$ cat config.mk
export PLATFORM = sky130hd
export DESIGN_NAME = inclusive_cache_flush_initiator
export DESIGN_NICKNAME = d
export VERILOG_FILES = /design/src/rtl/inclusive_cache_flush_initiator.sv
export SDC_FILE = /design/constraint.sdc
export NUM_CORES = 1
export LEC_CHECK = 0
export ABC_AREA = 1
export BUFFER_PORTS_ARGS = -buffer_cell sky130_fd_sc_hd__buf_4
export CAP_MARGIN = 10
export CORE_MARGIN = 1.5
export CORE_UTILIZATION = 49
export CTS_BUF_LIST = sky130_fd_sc_hd__clkbuf_8
export CTS_CLUSTER_SIZE = 10
export DETAILED_ROUTE_END_ITERATION = 10
export PLACE_DENSITY = 0.81
export RECOVER_POWER = 50
export SLEW_MARGIN = 0
export SYNTH_ARGS = -nofsm -noshare
export SYNTH_HDL_FRONTEND = slang
export SYNTH_SLANG_ARGS = --single-unit
$ cat constraint.sdc
create_clock -name clock -period 2.8 [get_ports clock]
set_input_delay 0.56 -clock clock [delete_from_list [all_inputs] [get_ports clock]]
set_output_delay 0.56 -clock clock [all_outputs]
set_load 0.02 [all_outputs]
$ cat src/rtl/inclusive_cache_flush_initiator.sv
// Range-flush TL-UL initiator for the InclusiveCache control port: one PutFullData per
// cache line to the Flush64 register, with AccessAcks tracked by source slot.
module inclusive_cache_flush_initiator #(
  parameter logic [25:0] CTRL_BASE       = 26'h2010000,
  parameter logic [25:0] FLUSH64_OFFSET  = 26'h200,
  parameter int          LINE_BYTES      = 64,
  parameter int          MAX_OUTSTANDING = 4
) (
  input  logic        clock,
  input  logic        reset,
  input  logic        cmd_valid,
  output logic        cmd_ready,
  input  logic [32:0] cmd_base,
  input  logic [15:0] cmd_lines,
  output logic        busy,
  output logic        done,
  output logic        error,
  output logic        a_valid,
  input  logic        a_ready,
  output logic [2:0]  a_opcode,
  output logic [2:0]  a_param,
  output logic [1:0]  a_size,
  output logic [10:0] a_source,
  output logic [25:0] a_address,
  output logic [7:0]  a_mask,
  output logic [63:0] a_data,
  output logic        a_corrupt,
  output logic        d_ready,
  input  logic        d_valid,
  input  logic [2:0]  d_opcode,
  input  logic [1:0]  d_size,
  input  logic [10:0] d_source,
  input  logic [63:0] d_data
);

  localparam int SLOT_W = (MAX_OUTSTANDING > 1) ? $clog2(MAX_OUTSTANDING) : 1;

  typedef enum logic [1:0] {IDLE, ISSUE, DRAIN} state_t;

  state_t                     state_reg, state_next;
  logic [32:0]                addr_reg, addr_next;
  logic [15:0]                remaining_reg, remaining_next;
  logic [MAX_OUTSTANDING-1:0] inuse_reg, inuse_next;
  logic                       a_valid_reg, a_valid_next;
  logic [SLOT_W-1:0]          a_source_reg, a_source_next;
  logic [32:0]                a_data_reg, a_data_next;
  logic                       done_reg, done_next;
  logic                       error_reg, error_next;

  logic                       a_fire;
  logic                       d_src_ok;
  logic [SLOT_W-1:0]          d_slot;
  logic                       d_active;
  logic                       d_bad;
  logic [MAX_OUTSTANDING-1:0] d_onehot, fire_onehot;
  logic [MAX_OUTSTANDING-1:0] clr_mask, set_mask, inuse_after, taken;
  logic                       free_found;
  logic [SLOT_W-1:0]          free_slot;
  logic [15:0]                rem_after;
  logic                       unused_d;

  assign a_fire   = a_valid_reg && a_ready;
  assign d_src_ok = (d_source < 11'(MAX_OUTSTANDING));
  assign d_slot   = d_source[SLOT_W-1:0];
  assign d_active = d_valid && (state_reg != IDLE);
  assign unused_d = ^{d_size, d_data};

  for (genvar gi = 0; gi < MAX_OUTSTANDING; gi++) begin : g_slot
    assign d_onehot[gi]    = d_src_ok && (d_slot == SLOT_W'(gi));
    assign fire_onehot[gi] = (a_source_reg == SLOT_W'(gi));
  end

  // Responses to free or out-of-range slots flag an error but leave the bitmap alone.
  assign clr_mask    = d_active ? (d_onehot & inuse_reg) : '0;
  assign set_mask    = a_fire ? fire_onehot : '0;
  assign inuse_after = (inuse_reg & ~clr_mask) | set_mask;
  assign d_bad       = d_active && ((d_opcode != 3'h0) || !d_src_ok ||
                                    ((d_onehot & inuse_reg) == '0));

  // A slot freed this cycle only becomes eligible for the next assertion.
  assign taken = inuse_reg | set_mask;

  always_comb begin
    free_found = 1'b0;
    free_slot  = '0;
    for (int i = MAX_OUTSTANDING - 1; i >= 0; i--) begin
      if (!taken[i]) begin
        free_found = 1'b1;
        free_slot  = SLOT_W'(i);
      end
    end
  end

  assign rem_after = remaining_reg - (a_fire ? 16'd1 : 16'd0);

  always_comb begin
    state_next     = state_reg;
    addr_next      = addr_reg;
    remaining_next = remaining_reg;
    inuse_next     = inuse_after;
    a_valid_next   = a_valid_reg;
    a_source_next  = a_source_reg;
    a_data_next    = a_data_reg;
    done_next      = 1'b0;
    error_next     = error_reg | d_bad;

    case (state_reg)
      IDLE: begin
        a_valid_next = 1'b0;
        if (cmd_valid) begin
          error_next = 1'b0;
          if (cmd_lines == 16'd0) begin
            done_next = 1'b1;
          end else begin
            addr_next      = cmd_base & ~33'(LINE_BYTES - 1);
            remaining_next = cmd_lines;
            state_next     = ISSUE;
          end
        end
      end
      ISSUE: begin
        if (a_fire) begin
          addr_next      = addr_reg + 33'(LINE_BYTES);
          remaining_next = rem_after;
        end
        if (a_fire || !a_valid_reg) begin
          a_valid_next = (rem_after != 16'd0) && free_found;
          if (a_valid_next) begin
            a_source_next = free_slot;
            a_data_next   = addr_next;
          end
        end
        if (a_fire && (rem_after == 16'd0)) begin
          a_valid_next = 1'b0;
          if (inuse_after == '0) begin
            state_next = IDLE;
            done_next  = 1'b1;
          end else begin
            state_next = DRAIN;
          end
        end
      end
      DRAIN: begin
        a_valid_next = 1'b0;
        if (inuse_after == '0) begin
          state_next = IDLE;
          done_next  = 1'b1;
        end
      end
      default: begin
        state_next   = IDLE;
        a_valid_next = 1'b0;
      end
    endcase
  end

  always_ff @(posedge clock) begin
    if (reset) begin
      state_reg     <= IDLE;
      addr_reg      <= '0;
      remaining_reg <= '0;
      inuse_reg     <= '0;
      a_valid_reg   <= 1'b0;
      a_source_reg  <= '0;
      a_data_reg    <= '0;
      done_reg      <= 1'b0;
      error_reg     <= 1'b0;
    end else begin
      state_reg     <= state_next;
      addr_reg      <= addr_next;
      remaining_reg <= remaining_next;
      inuse_reg     <= inuse_next;
      a_valid_reg   <= a_valid_next;
      a_source_reg  <= a_source_next;
      a_data_reg    <= a_data_next;
      done_reg      <= done_next;
      error_reg     <= error_next;
    end
  end

  assign cmd_ready = (state_reg == IDLE);
  assign busy      = (state_reg != IDLE);
  assign done      = done_reg;
  assign error     = error_reg;

  assign a_valid   = a_valid_reg;
  assign a_opcode  = 3'h0;
  assign a_param   = 3'h0;
  assign a_size    = 2'h3;
  assign a_source  = 11'(a_source_reg);
  assign a_address = CTRL_BASE + FLUSH64_OFFSET;
  assign a_mask    = 8'hFF;
  assign a_data    = {31'h0, a_data_reg};
  assign a_corrupt = 1'b0;
  assign d_ready   = 1'b1;

endmodule

Word level (Yosys, flattened, before mapping)
Cells that the tools add are included.

Add/sub/neg operators: 2. Magnitude comparators: 1. Equal/unequal tests: 13. Muxes and demuxes: 32. Bitwise gates (word level): 7. Reduce and logical (&&, ||, !) cells: 30.

Operators by type and width (count): two-way mux 33 bit (3); one-hot mux 33 bit (2 select lines) (1); two-way mux 16 bit (3); adder 33 x 7 -> 33 bit (second input constant) (1); logical NOT 16 bit (2); one-hot mux 16 bit (2 select lines) (1); two-way mux 2 bit (9); nonzero test 16 bit (1); subtractor 16 x 1 -> 16 bit (1); less-than comparator 11 x 3 -> 1 bit (second input constant) (1); two-way mux 1 bit (11); equality test 2 bit (second input constant) (5); inequality test 2 bit (second input constant) (5); logical AND 1 bit (9); AND 4 bit (2); logical NOT 4 bit (2); two-way mux 4 bit (2); bitwise OR 4 bit (2); AND reduction 4 bit (2); equality test 2 x 1 -> 1 bit (second input constant) (3); logical NOT 2 bit (3); one-hot mux 2 bit (3 select lines) (1); AND reduction 3 bit (2); inverter 4 bit (1); other kinds (8) (12).

Bits in registers: 93. Bits of input ports: 134. Output and inout bits: 124. Logic and storage cells: 94.

Longest topological paths before layout
Depth after elaboration: 11. Depth in mapped cells: 19. Gate-level depth less buffers: 17.

Least setup slack after synthesis
OpenSTA, ideal clock, no wires.

Path kind: input-to-reg. Start: in a_ready. End: reg a_data_reg[13]. Setup time: 0.110 ns. Data arrival time: 2.452 ns. Required time: 2.690 ns. Slack: 0.238 ns. Stages: 19. Path buffers: 2. Cells stage by stage: nand2_2 inv_1 ha_1 ha_1 nand2_1 nor2_2 nand2_1 nand2_1 nand2_1 nor2_1 nand2_1 nor2_2 nand2_2 nand3_2 buf_6 buf_6 nand2_1 inv_2 nor2_1.

Cells in the longest elaborated chain, start to end: 9. Elaborated cells on any way between the ends: 14. Classes of those cells: add/sub (1); mux (7); bitwise (1); reduce/logical (5).

Ends and longest elaborated chain: from (decl) (RTL line 19) `input logic a_ready,`; logical AND 1 bit * (RTL line 62) `assign a_fire = a_valid_reg && a_ready;`; branches (longest 8 deep; another with subtractor 16 x 1 -> 16 bit); to (signal assigned) (RTL line 175) `a_data_reg <= a_data_next;`; to (decl) (RTL line 46) `logic [32:0] a_data_reg, a_data_next;`.

Mark *: on every way between the ends. A chain may end at the register's enable or synchronous reset.

Worst setup path in the final report
Start: reg a_valid_reg, in the netlist a_valid. End: reg a_data_reg[29].

Cells in the longest elaborated chain, start to end: 9. Elaborated cells on any way between the ends: 15. Classes of those cells: add/sub (1); mux (7); bitwise (1); reduce/logical (6).

Ends and longest elaborated chain: from (decl) (RTL line 44) `logic a_valid_reg, a_valid_next;`; from (signal assigned) (RTL line 173) `a_valid_reg <= a_valid_next;`; branches (longest 9 deep; another with subtractor 16 x 1 -> 16 bit).

Several ways; the timed one is not identified.

==> out/qor.csv <==
metric;value;unit
outcome;finished clean;
clk_path_buf_depth;2;
drv_cap;0;
timing.rr.start;a_valid$_SDFFE_PP0N_;
startpoint;a_valid$_SDFFE_PP0N_;
ys_seq_elements;81;
drt_iter0_drc;361;
rsz0062_at_grt;false;
gp_congestion;0.933;
yosys.area.top_type_share;0.281;
path_max_fanout;20;
finalCritPeriodShare;0.875;
wirelength;13.6;mm
postCtsSetupRepairBufs;0;
antenna_found_initial;0;
crit_chain;nand2_2 -> inv_1 -> ha_1 -> ha_2 -> nand2_1 -> nor2_2 -> nand2_1 -> nand2_1 -> nand2_1 -> nor2_1 -> nand2_1 -> nor2_2 -> nand2_2 -> buf_4 -> nand4_1 -> nand2_1 -> nor2_1;
p_total;3200;µW
ys_warn_count;0;
postRouteAntennaNets;0;
synthMostInstantiatedCell;nand2_1;
syn_area;5760;µm²
nFillCells;1195;
die_w;111;µm
critical-path-slowest-cell;dfxtp_1;
crit_path_end_kind;register;
yosys-top-cells-count;198 x nand2_1, 134 x nor2_1, 118 x inv_1;
critical_path_arrival;2.76;ns
die_y;111;µm
cts_inserted_buffers;9;
max_stage_delay;0.40;ns
skew;0.0133;ns
vias;5542;
first_global_vias;4770;
async_reset_ff_frac;0;
crit_top_cell;nand2_1;
drc;0;
layout.nets;1150;
syn_inst;927;
hold_viol_final;0;
drive_above_1_share;0.113;
setup_violations;0;
fp-row-count;39;
holdBufCountCts;0;
cts.clk_slew.worst_paths;0.09;ns
core_area;11500;µm²
start_util;0.503;
max_slew_margin;0.437;
synthTopCellsByArea;dfxtp_1 28%, nand2_1 13%, buf_4 12%, nor2_1 8.7%, inv_1 7.7%;
via_per_inst;4.77;
tritoncts;done;
slew_violations;0;
synth_top_area_cell;dfxtp_1;
drtPass1Iterations;5;
cellPowerDensity;501;nW/µm²
die_area;12400;µm²
fin_crit;2.45;ns
numClockSinks;81;
cp_num_buf_inv;2;
ir_drop;0.000257;V
overflow;0;
cts_root_buf;clkbuf_8;
critPathLaunchType;register;
critPathKind;reg2reg;
ys_seq_area_frac;0.281;
antennaDiodeCount;0;
min_from;cmd_base[30];
htreeDepth;3;
fmax;0.408;GHz
hpwl;10.3;mm
insertion_delay;0.38;ns
worstMarginPinSlew;0.841;ns
fin_setup_tns;0;ns
hold_class;in2reg;
grt_max_degree;55;
synth_edf_count;0;
io_buffers;95;
grtUsageTotal;0.218;
synth_top_flop_cell;dfxtp_1;
area_delta_synth_final;10.8;%
synth.distinct_cells;36;
grt_pass1_wl;22.2;mm
io_pins;258;
critPathTopFamily;simple AND/OR/NAND/NOR gates;
p_leak;0.00321;µW
synth_area_per_cell;6.22;µm²
wl_per_cell;11.7;µm
critPathRequiredTime;3.11;ns
## cell type report
class	count	area (µm²)	area share
multi-input combinational	683	3170	0.497
sequential	81	1620	0.254
timing repair buffer	113	737	0.115
inverter	125	469	0.0735
tap	143	179	0.0280
clock buffer	11	151	0.0237
clock inverter	5	55.1	0.00862
## worst register-to-register path: stages (launching register included)
cell and delay (ns):
dfxtp_1 0.40, nand2_2 0.08, inv_1 0.10, ha_1 0.19
ha_2 0.24, nand2_1 0.12, nor2_2 0.19, nand2_1 0.07
nand2_1 0.06, nand2_1 0.08, nor2_1 0.11, nand2_1 0.07
nor2_2 0.11, nand2_2 0.09, buf_4 0.21, nand4_1 0.09
nand2_1 0.09, nor2_1 0.10
## path summary, 6_finish.rpt
kind	to	slack, ns	depth (start not counted)
worst max register to register	a_data_reg[29]$_SDFFE_PP0P_	0.35	17
worst min register to register	remaining_reg[0]$_SDFFE_PP0P_	0.47	2
worst min-delay path	addr_reg[30]$_SDFFE_PP0P_	0.47	3
worst max-delay path	a_data_reg[29]$_SDFFE_PP0P_	0.35	17
## report_power, final
| part | internal, µW | total, µW | switching, µW | leakage [µW] |
|---|---|---|---|---|
| Combinational | 312 | 925 | 613 | 0.00243 |
| Sequential | 1270 | 1360 | 99.1 | 0.000669 |
| Clock | 458 | 907 | 449 | 0.000107 |
## through the flow
stage | util | worst slack, ns | hold WS (ns) | instances | area (µm²)
6_report | 0.557 | 0.349 | 0.466 | 1161 | 6390
5_1_grt | 0.557 | 0.0601 | 0.478 | 1161 | 6390
4_1_cts | 0.569 | 0.318 | 0.459 | 1161 | 6520
3_5_place_dp | 0.551 | 0.0739 | 0.459 | 1145 | 6320
3_3_place_gp | 0.551 | 0.127 | 0.448 | 1145 | 6320
2_1_floorplan | - | 0.238 | 0.435 | 1015 | 6090
## per-layer routing
layer / global-route usage / part of all wire
met5: 0 / 0
met4: 0.0776 / 0.015
met3: 0.0321 / 0.068
met2: 0.342 / 0.44
met1: 0.307 / 0.48
## what timing repair did
action,4_1_cts,5_1_grt
setup endpoints to repair,0,1
endpoints found under the hold margin,0,0
gates resized for setup,0,1
## logic make-up (layout without fill, tap and decap cells)
family / Yosys count / after routing / share of synthesized area
flip-flops: 81 / 81 / 0.281
adder cells (fa/ha/maj): 3 / 3 / 0.00651
other: 2 / 90 / 0.00130
multiplexers: 4 / 4 / 0.00695
buffers and inverters: 251 / 254 / 0.226
AO/OA/AOI/OAI: 126 / 126 / 0.116
AND/OR/NAND/NOR: 435 / 435 / 0.323
XOR/XNOR: 25 / 25 / 0.0393
## cell usage in the layout (no fill, tap or decap), types with 2 or more instances in the layout
cell | netlist | routed
xnor2_1 | 9 | 9
nand2_2 | 3 | 3
clkbuf_2 | 0 | 2
nand4_1 | 41 | 41
nor3b_1 | 5 | 5
nand3_1 | 28 | 28
or2_2 | 5 | 5
nand2_1 | 198 | 198
o21ai_1 | 2 | 2
clkbuf_4 | 0 | 2
o21bai_1 | 12 | 12
mux2i_1 | 4 | 4
a21oi_1 | 47 | 47
inv_1 | 118 | 119
dfxtp_1 | 81 | 81
ha_1 | 3 | 2
buf_4 | 90 | 72
buf_12 | 0 | 2
o21ai_0 | 61 | 61
clkbuf_8 | 0 | 11
inv_2 | 4 | 4
clkbuf_1 | 27 | 35
o211ai_1 | 2 | 2
nor2_1 | 134 | 134
xor2_1 | 15 | 15
clkinv_1 | 3 | 3
nor2_2 | 6 | 6
conb_1 | 2 | 90
nor3_1 | 10 | 10
Power figures use the tool's default switching activity.
